--- config.mk ---
export PLATFORM = sky130hd
export DESIGN_NAME = fetch_align
export DESIGN_NICKNAME = d
export VERILOG_FILES = /design/src/rtl/fetch_pkg.sv /design/src/rtl/fetch_hw_buf.sv /design/src/rtl/fetch_align.sv
export SDC_FILE = /design/constraint.sdc
export NUM_CORES = 1
export LEC_CHECK = 0
export ABC_AREA = 1
export CELL_PAD_IN_SITES_DETAIL_PLACEMENT = 0
export CELL_PAD_IN_SITES_GLOBAL_PLACEMENT = 1
export CORE_ASPECT_RATIO = 1.1
export CORE_MARGIN = 10
export CORE_UTILIZATION = 24
export CTS_BUF_LIST = sky130_fd_sc_hd__clkbuf_8
export DETAILED_ROUTE_END_ITERATION = 8
export GPL_ROUTABILITY_DRIVEN = 0
export PLACE_DENSITY_LB_ADDON = 0.1
export SLEW_MARGIN = 20
export SYNTH_ARGS = -nofsm -noshare
export SYNTH_HDL_FRONTEND = slang
export SYNTH_SLANG_ARGS = --single-unit
--- constraint.sdc ---
create_clock -name clk_i -period 9 [get_ports clk_i]
set_clock_uncertainty 0.15 [all_clocks]
set_input_delay 1.8 -clock clk_i [delete_from_list [all_inputs] [get_ports clk_i]]
set_output_delay 1.8 -clock clk_i [all_outputs]
set_load 0.05 [all_outputs]
--- src/rtl/fetch_pkg.sv ---
// Shared types and constants for the fetch/align stage.
// Halfword buffer geometry, fetch FSM encoding, RV32C length test.
package fetch_pkg;

   localparam int HW_W   = 16;
   localparam int BUF_HW = 4;

   typedef enum logic [1:0] {
      IDLE = 2'd0,
      WAIT = 2'd1,
      DROP = 2'd2
   } fetch_state_e;

   function automatic logic is_compressed(input logic [HW_W-1:0] h);
      return h[1:0] != 2'b11;
   endfunction

endpackage

--- src/rtl/fetch_hw_buf.sv ---
// Four-halfword shift buffer: pop 0-2 from the head, then push 0-2
// at the tail in the same cycle; flush empties it.
module fetch_hw_buf
   import fetch_pkg::*;
(
   input  logic              clk,
   input  logic              rst,
   input  logic              flush,
   input  logic [1:0]        pop_n,
   input  logic [1:0]        push_n,
   input  logic [2*HW_W-1:0] push_data,
   output logic [HW_W-1:0]   h0,
   output logic [HW_W-1:0]   h1,
   output logic [2:0]        count
);

   logic [HW_W-1:0] hw_q [BUF_HW];
   logic [HW_W-1:0] hw_d [BUF_HW];
   logic [2:0]      base;
   logic [2:0]      cnt_d;

   always_comb begin
      hw_d = hw_q;
      base = count - {1'b0, pop_n};
      for (int i = 0; i < BUF_HW; i++) begin
         if (i + int'(pop_n) < BUF_HW)
            hw_d[i] = hw_q[i + int'(pop_n)];
         else
            hw_d[i] = '0;
      end
      // Tail slots are free: the fetcher only requests when count <= 2.
      if (push_n != 2'd0 && base < 3'd4)
         hw_d[base[1:0]] = push_data[HW_W-1:0];
      if (push_n == 2'd2 && base < 3'd3)
         hw_d[base[1:0] + 2'd1] = push_data[2*HW_W-1:HW_W];
      cnt_d = flush ? 3'd0 : base + {1'b0, push_n};
   end

   always_ff @(posedge clk or posedge rst) begin
      if (rst) begin
         count <= 3'd0;
         for (int i = 0; i < BUF_HW; i++)
            hw_q[i] <= '0;
      end else begin
         count <= cnt_d;
         hw_q  <= hw_d;
      end
   end

   assign h0 = hw_q[0];
   assign h1 = hw_q[1];

endmodule

--- src/rtl/fetch_align.sv ---
// Fetch/align stage: word-aligned memory reads, halfword buffering,
// one 16- or 32-bit instruction per handshake, redirect handling.
module fetch_align
   import fetch_pkg::*;
#(
   parameter logic [31:0] RESET_PC = 32'h0000_0000
) (
   input  logic        clk_i,
   input  logic        rst_i,
   output logic        mem_req_o,
   output logic [31:0] mem_addr_o,
   input  logic        mem_rvalid_i,
   input  logic [31:0] mem_rdata_i,
   input  logic        redirect_i,
   input  logic [31:0] redirect_pc_i,
   output logic        inst_valid_o,
   input  logic        inst_ready_i,
   output logic [31:0] inst_o,
   output logic [31:0] inst_pc_o,
   output logic        inst_compressed_o
);

   fetch_state_e state_q;
   logic [31:0]  pc_q;
   logic [31:0]  fa_q;
   logic         skip_q;

   logic [HW_W-1:0] h0;
   logic [HW_W-1:0] h1;
   logic [2:0]      count;
   logic            comp;
   logic            pop_fire;
   logic            accept;
   logic [1:0]      pop_n;
   logic [1:0]      push_n;
   logic [31:0]     push_data;

   assign comp = is_compressed(h0);

   assign inst_valid_o      = (count != 3'd0 && comp) || count >= 3'd2;
   assign inst_compressed_o = (count != 3'd0) && comp;
   assign inst_o            = comp ? {16'h0, h0} : {h1, h0};
   assign inst_pc_o         = pc_q;

   // Gated by reset so every handshake output is low while held.
   assign mem_req_o  = state_q == IDLE && count <= 3'd2 && !rst_i;
   assign mem_addr_o = fa_q;

   assign pop_fire = inst_valid_o && inst_ready_i && !redirect_i;
   assign accept   = state_q == WAIT && mem_rvalid_i && !redirect_i;
   assign pop_n    = pop_fire ? (comp ? 2'd1 : 2'd2) : 2'd0;
   assign push_n   = accept ? (skip_q ? 2'd1 : 2'd2) : 2'd0;
   assign push_data = skip_q ? {16'h0, mem_rdata_i[31:16]}
                             : mem_rdata_i;

   fetch_hw_buf u_buf (
      .clk       (clk_i),
      .rst       (rst_i),
      .flush     (redirect_i),
      .pop_n     (pop_n),
      .push_n    (push_n),
      .push_data (push_data),
      .h0        (h0),
      .h1        (h1),
      .count     (count)
   );

   always_ff @(posedge clk_i or posedge rst_i) begin
      if (rst_i) begin
         state_q <= IDLE;
         pc_q    <= RESET_PC;
         fa_q    <= RESET_PC & ~32'h3;
         skip_q  <= RESET_PC[1];
      end else begin
         if (pop_fire)
            pc_q <= pc_q + (comp ? 32'd2 : 32'd4);
         if (redirect_i) begin
            pc_q   <= {redirect_pc_i[31:1], 1'b0};
            fa_q   <= redirect_pc_i & ~32'h3;
            skip_q <= redirect_pc_i[1];
         end else begin
            if (mem_req_o)
               fa_q <= fa_q + 32'd4;
            if (accept)
               skip_q <= 1'b0;
         end
         unique case (state_q)
            IDLE: begin
               if (mem_req_o)
                  state_q <= redirect_i ? DROP : WAIT;
            end
            WAIT: begin
               if (mem_rvalid_i)
                  state_q <= IDLE;
               else if (redirect_i)
                  state_q <= DROP;
            end
            DROP: begin
               // A response in the same cycle as a redirect still retires the read.
               if (mem_rvalid_i)
                  state_q <= IDLE;
            end
            default: state_q <= IDLE;
         endcase
      end
   end

endmodule
==> flow_results.xml <==
<?xml version="1.0" encoding="UTF-8"?>
<metrics>
  <group name="yosys">
    <metric name="synth_edf_count" unit="">0</metric>
    <metric name="synth_sequential_area_ratio" unit="%">35.6</metric>
    <metric name="synth.top_cell.area_share" unit="%">35.6</metric>
    <metric name="synth_area" unit="um2">9220</metric>
    <metric name="synth.distinct_cells" unit="">46</metric>
    <metric name="dominantRegCellSynth" unit="">sky130_fd_sc_hd__dfrtp_1</metric>
    <metric name="syn-mean-instance-area" unit="um2">6.78</metric>
    <metric name="synth_top_area_cell" unit="">sky130_fd_sc_hd__dfrtp_1</metric>
    <metric name="synth_async_sr_flop_share" unit="%">100</metric>
    <metric name="synth_area_leaders" unit="">sky130_fd_sc_hd__dfrtp_1 (36%), sky130_fd_sc_hd__nand2_1 (15%), sky130_fd_sc_hd__nand3_1 (8.0%)</metric>
    <metric name="postSynthRegisterBits" unit="">131</metric>
    <metric name="synthesis.yosys.warnings" unit="">0</metric>
    <metric name="synth_cells" unit="">1360</metric>
  </group>
  <group name="clock_tree">
    <metric name="cts_hold_buffers" unit="">0</metric>
    <metric name="clock_insertion_delay_worst_skew" unit="ps">490</metric>
    <metric name="tritoncts_num_sinks" unit="">131</metric>
    <metric name="cts_root_buffer" unit="">sky130_fd_sc_hd__clkbuf_8</metric>
    <metric name="cts_setup_buffers" unit="">0</metric>
    <metric name="post_cts.resized_instances" unit="">0</metric>
    <metric name="cts.clk_slew.worst_paths" unit="ps">80</metric>
    <metric name="cts_tree" unit="">done</metric>
    <metric name="cts-buffers-inserted" unit="">17</metric>
    <metric name="cts.htree.levels" unit="">4</metric>
    <metric name="cts.path.max_buffers" unit="">2</metric>
  </group>
  <group name="grt">
    <metric name="antenna_violations_before_repair" unit="">1</metric>
    <metric name="grt-ovfl-total" unit="">0</metric>
    <metric name="groute.usage.overall" unit="%">17.7</metric>
    <metric name="grt_first_pass_wirelength" unit="um">62000</metric>
    <metric name="grt_start_max_net_pins" unit="">72</metric>
    <metric name="grt_pass1_vias" unit="">9788</metric>
  </group>
  <group name="critical_path">
    <metric name="crit_path_start_kind" unit="">primary input</metric>
    <metric name="crit_required" unit="ps">9250</metric>
    <metric name="critPathMaxFanout" unit="">51</metric>
    <metric name="worst-endpoint-arrival" unit="ps">6720</metric>
    <metric name="minimum_setup_slack_among_reg_to_reg_paths" unit="ps">3510</metric>
    <metric name="end_kind" unit="">register</metric>
    <metric name="path_class" unit="">primary input to register</metric>
  </group>
  <group name="final_layout">
    <metric name="postLayoutCoreUtil" unit="%">30.4</metric>
    <metric name="sequential_cell_area_in_the_final_layout" unit="um2">3280</metric>
    <metric name="final_design_area_no_fill" unit="um2">11600</metric>
    <metric name="fill_cells" unit="">4259</metric>
    <metric name="area.growth.synth_to_final" unit="%">25.5</metric>
    <metric name="n_diodes" unit="">0</metric>
    <metric name="final_layout_size_suffix_gt1_share" unit="%">5.52</metric>
    <metric name="multi_input_comb_area" unit="um2">4930</metric>
    <metric name="finalNetCount" unit="">1552</metric>
  </group>
  <group name="power">
    <metric name="p_int" unit="mW">1.59</metric>
    <metric name="clock_power_share" unit="%">18.2</metric>
    <metric name="p_switching" unit="mW">1.54</metric>
    <metric name="vdd_drop_max" unit="mV">0.125</metric>
    <metric name="powerDensity" unit="nW/um2">270</metric>
    <metric name="power.sequential.fraction" unit="%">31.5</metric>
    <metric name="sw_ratio" unit="%">49.2</metric>
    <metric name="power_leakage" unit="nW">5.03</metric>
    <metric name="comb_power_share" unit="%">50.2</metric>
  </group>
  <group name="routing">
    <metric name="postRouteWirelength" unit="um">41400</metric>
    <metric name="firstDrtPassIters" unit="">7</metric>
    <metric name="final_antenna_net_count" unit="">0</metric>
    <metric name="vias_per_cell" unit="">4.80</metric>
    <metric name="drc" unit="">0</metric>
    <metric name="vias" unit="">9537</metric>
    <metric name="average_wire_length_per_cell_after_detail_routing" unit="um">20.9</metric>
    <metric name="detail_route.iter0.violations" unit="">632</metric>
  </group>
  <group name="floorplan">
    <metric name="core-area" unit="um2">38000</metric>
    <metric name="die-width" unit="um">207</metric>
    <metric name="floorplan.die.height" unit="um">226</metric>
    <metric name="fp-row-count" unit="">75</metric>
    <metric name="io-pin-count" unit="">168</metric>
    <metric name="floorplan.initialDensity" unit="%">24.3</metric>
    <metric name="floorplan.die_area" unit="um2">46700</metric>
  </group>
  <group name="timing">
    <metric name="timing_worst_slew_pin_value" unit="ps">1050</metric>
    <metric name="fin_setup_tns" unit="ps">0</metric>
    <metric name="rsz0062_at_grt" unit="">false</metric>
    <metric name="period_share" unit="%">71.8</metric>
    <metric name="worst_slew_margin_rel" unit="%">29.9</metric>
    <metric name="hold_violations" unit="">0</metric>
    <metric name="fmax" unit="MHz">155</metric>
    <metric name="finalCriticalPeriod" unit="ps">6470</metric>
    <metric name="worst_slack" unit="ps">2530</metric>
    <metric name="drv_slew" unit="">0</metric>
    <metric name="setup_violations" unit="">0</metric>
  </group>
  <group name="placement">
    <metric name="dpl_ws" unit="ps">2010</metric>
    <metric name="numPortBuffers" unit="">163</metric>
    <metric name="total_placed_instance_area" unit="um2">11100</metric>
    <metric name="detailed_placer_s_ending_hpwl" unit="um">28400</metric>
  </group>
  <group name="flow_run">
    <metric name="timing.max_cap.violations" unit="">0</metric>
  </group>
  <group name="worst_hold_path">
    <metric name="hold_removal_path_class" unit="">register to register</metric>
  </group>
  <group name="outcome">
    <metric name="run_status" unit="">finished, final reports clean</metric>
  </group>
</metrics>
cell usage after synthesis (4+ instances only):
cell                       number
sky130_fd_sc_hd__buf_4         20
sky130_fd_sc_hd__inv_2          8
sky130_fd_sc_hd__nor2_2         5
sky130_fd_sc_hd__ha_1           7
sky130_fd_sc_hd__o21ba_1       10
sky130_fd_sc_hd__nand2_1      361
sky130_fd_sc_hd__nand2_2        5
sky130_fd_sc_hd__clkbuf_1      28
sky130_fd_sc_hd__o21ba_2        6
sky130_fd_sc_hd__nand3b_1       4
sky130_fd_sc_hd__a21oi_1       69
sky130_fd_sc_hd__inv_1        146
sky130_fd_sc_hd__nand4_1       39
sky130_fd_sc_hd__dfrtp_1      131
sky130_fd_sc_hd__o21ai_0       66
sky130_fd_sc_hd__xnor2_1       11
sky130_fd_sc_hd__a31oi_1       22
sky130_fd_sc_hd__nor2_1       136
sky130_fd_sc_hd__nand3_1      147
sky130_fd_sc_hd__o211ai_1      21
sky130_fd_sc_hd__buf_2         23
sky130_fd_sc_hd__nor3_1        22
sky130_fd_sc_hd__xor2_1        23
sky130_fd_sc_hd__o221ai_1       7
sky130_fd_sc_hd__buf_1          9
cell families after synthesis:
kind of cell | share of synthesized area, %
buffers and inverters | 11.1
AND/OR/NAND/NOR | 34.6
XOR/XNOR | 3.41
other | 0.0407
flip-flops | 35.6
AO/OA/AOI/OAI | 13.6
adder cells (fa/ha/maj) | 1.60
multiplexers | 0.109
layout make-up:
cell class	count	share of cell area (%)
multi-input combinational	993	42.6
inverter	155	5.07
clock inverter	13	1.37
timing repair buffer	175	14.9
tap	500	5.41
clock buffer	19	2.26
sequential	131	28.3
registers in the layout, summed over array words and instances, names as in the netlist:
| register | cells |
|---|---|
| u_buf.h0 | 16 |
| u_buf.count | 3 |
| inst_pc_o | 31 |
| skip_q | 1 |
| state_q | 2 |
| u_buf.hw_q | 32 |
| u_buf.h1 | 16 |
| mem_addr_o | 30 |
per-stage QoR:
step / power, mW / instances / hold WS (ps)
after detailed placement: 2.59 / 1954 / 390
after floorplan: 2.07 / 1362 / 374
after CTS: 3.18 / 1986 / 403
final: 3.13 / 1986 / 405
after global placement: 2.59 / 1954 / 383
after global routing: 3.35 / 1986 / 434
cells in the final DEF (no fill, tap or decap), drive strengths merged, types with 4 or more instances in the layout:
cell type	synthesis	final
a21oi	69	69
a31oi	22	22
buf	55	12
clkbuf	28	19
clkdlybuf4s50	0	163
clkinv	1	4
clkinvlp	0	5
dfrtp	131	131
ha	7	7
inv	154	156
nand2	367	367
nand3	149	149
nand3b	4	4
nand4	40	40
nor2	144	144
nor3	23	23
o211ai	21	21
o21ai	68	68
o21ba	16	16
o221ai	7	7
xnor2	12	12
xor2	23	23
path summary, 6_finish.rpt:
kind	cells after the start	startpoint	end
worst max register to register	14	u_buf.h0[0]$_DFF_PP0_	u_buf.h1[8]$_DFF_PP0_
max in group asynchronous	3	rst_i	u_buf.hw_q[26]$_DFF_PP0_
min in group asynchronous	2	rst_i	mem_addr_o[8]$_DFFE_PP0N_
worst min register to register	2	inst_pc_o[31]$_DFFE_PP0N_	inst_pc_o[31]$_DFFE_PP0N_
worst min-delay path	2	inst_pc_o[31]$_DFFE_PP0N_	inst_pc_o[31]$_DFFE_PP0N_
worst max-delay path	16	redirect_i	u_buf.h1[8]$_DFF_PP0_
per-layer routing:
metal	global-route usage (%)	vias up	share of wire (%)
met5	0	-	0.031
met4	4.75	2	1.9
met3	3.34	40	4.9
li1	-	4672	-
met1	21.8	4570	44
met2	30.7	253	49
power groups by stage:
| stage | Sequential [mW] | Combinational (mW) | Clock, mW |
|---|---|---|---|
| finish | 0.986 | 1.57 | 0.569 |
| global placement | 1.00 | 1.59 | 0 |
| floorplan | 1.13 | 0.939 | 0 |
| CTS | 0.989 | 1.59 | 0.595 |
| detailed placement | 1.00 | 1.59 | 0 |
| global route | 1.02 | 1.72 | 0.616 |
critical path, stage by stage:
cell and delay (ps):
sky130_fd_sc_hd__clkdlybuf4s50_1 460, sky130_fd_sc_hd__buf_4 400, sky130_fd_sc_hd__inv_2 80, sky130_fd_sc_hd__nand4_2 90, sky130_fd_sc_hd__buf_4 540, sky130_fd_sc_hd__inv_2 560
sky130_fd_sc_hd__ha_1 370, sky130_fd_sc_hd__fa_1 400, sky130_fd_sc_hd__xnor2_2 180, sky130_fd_sc_hd__nand3_2 100, sky130_fd_sc_hd__inv_2 80, sky130_fd_sc_hd__nand2_1 690
sky130_fd_sc_hd__nand2_1 140, sky130_fd_sc_hd__inv_2 440, sky130_fd_sc_hd__nand3_1 160, sky130_fd_sc_hd__a21oi_1 150
Power figures use the tool's default switching activity.
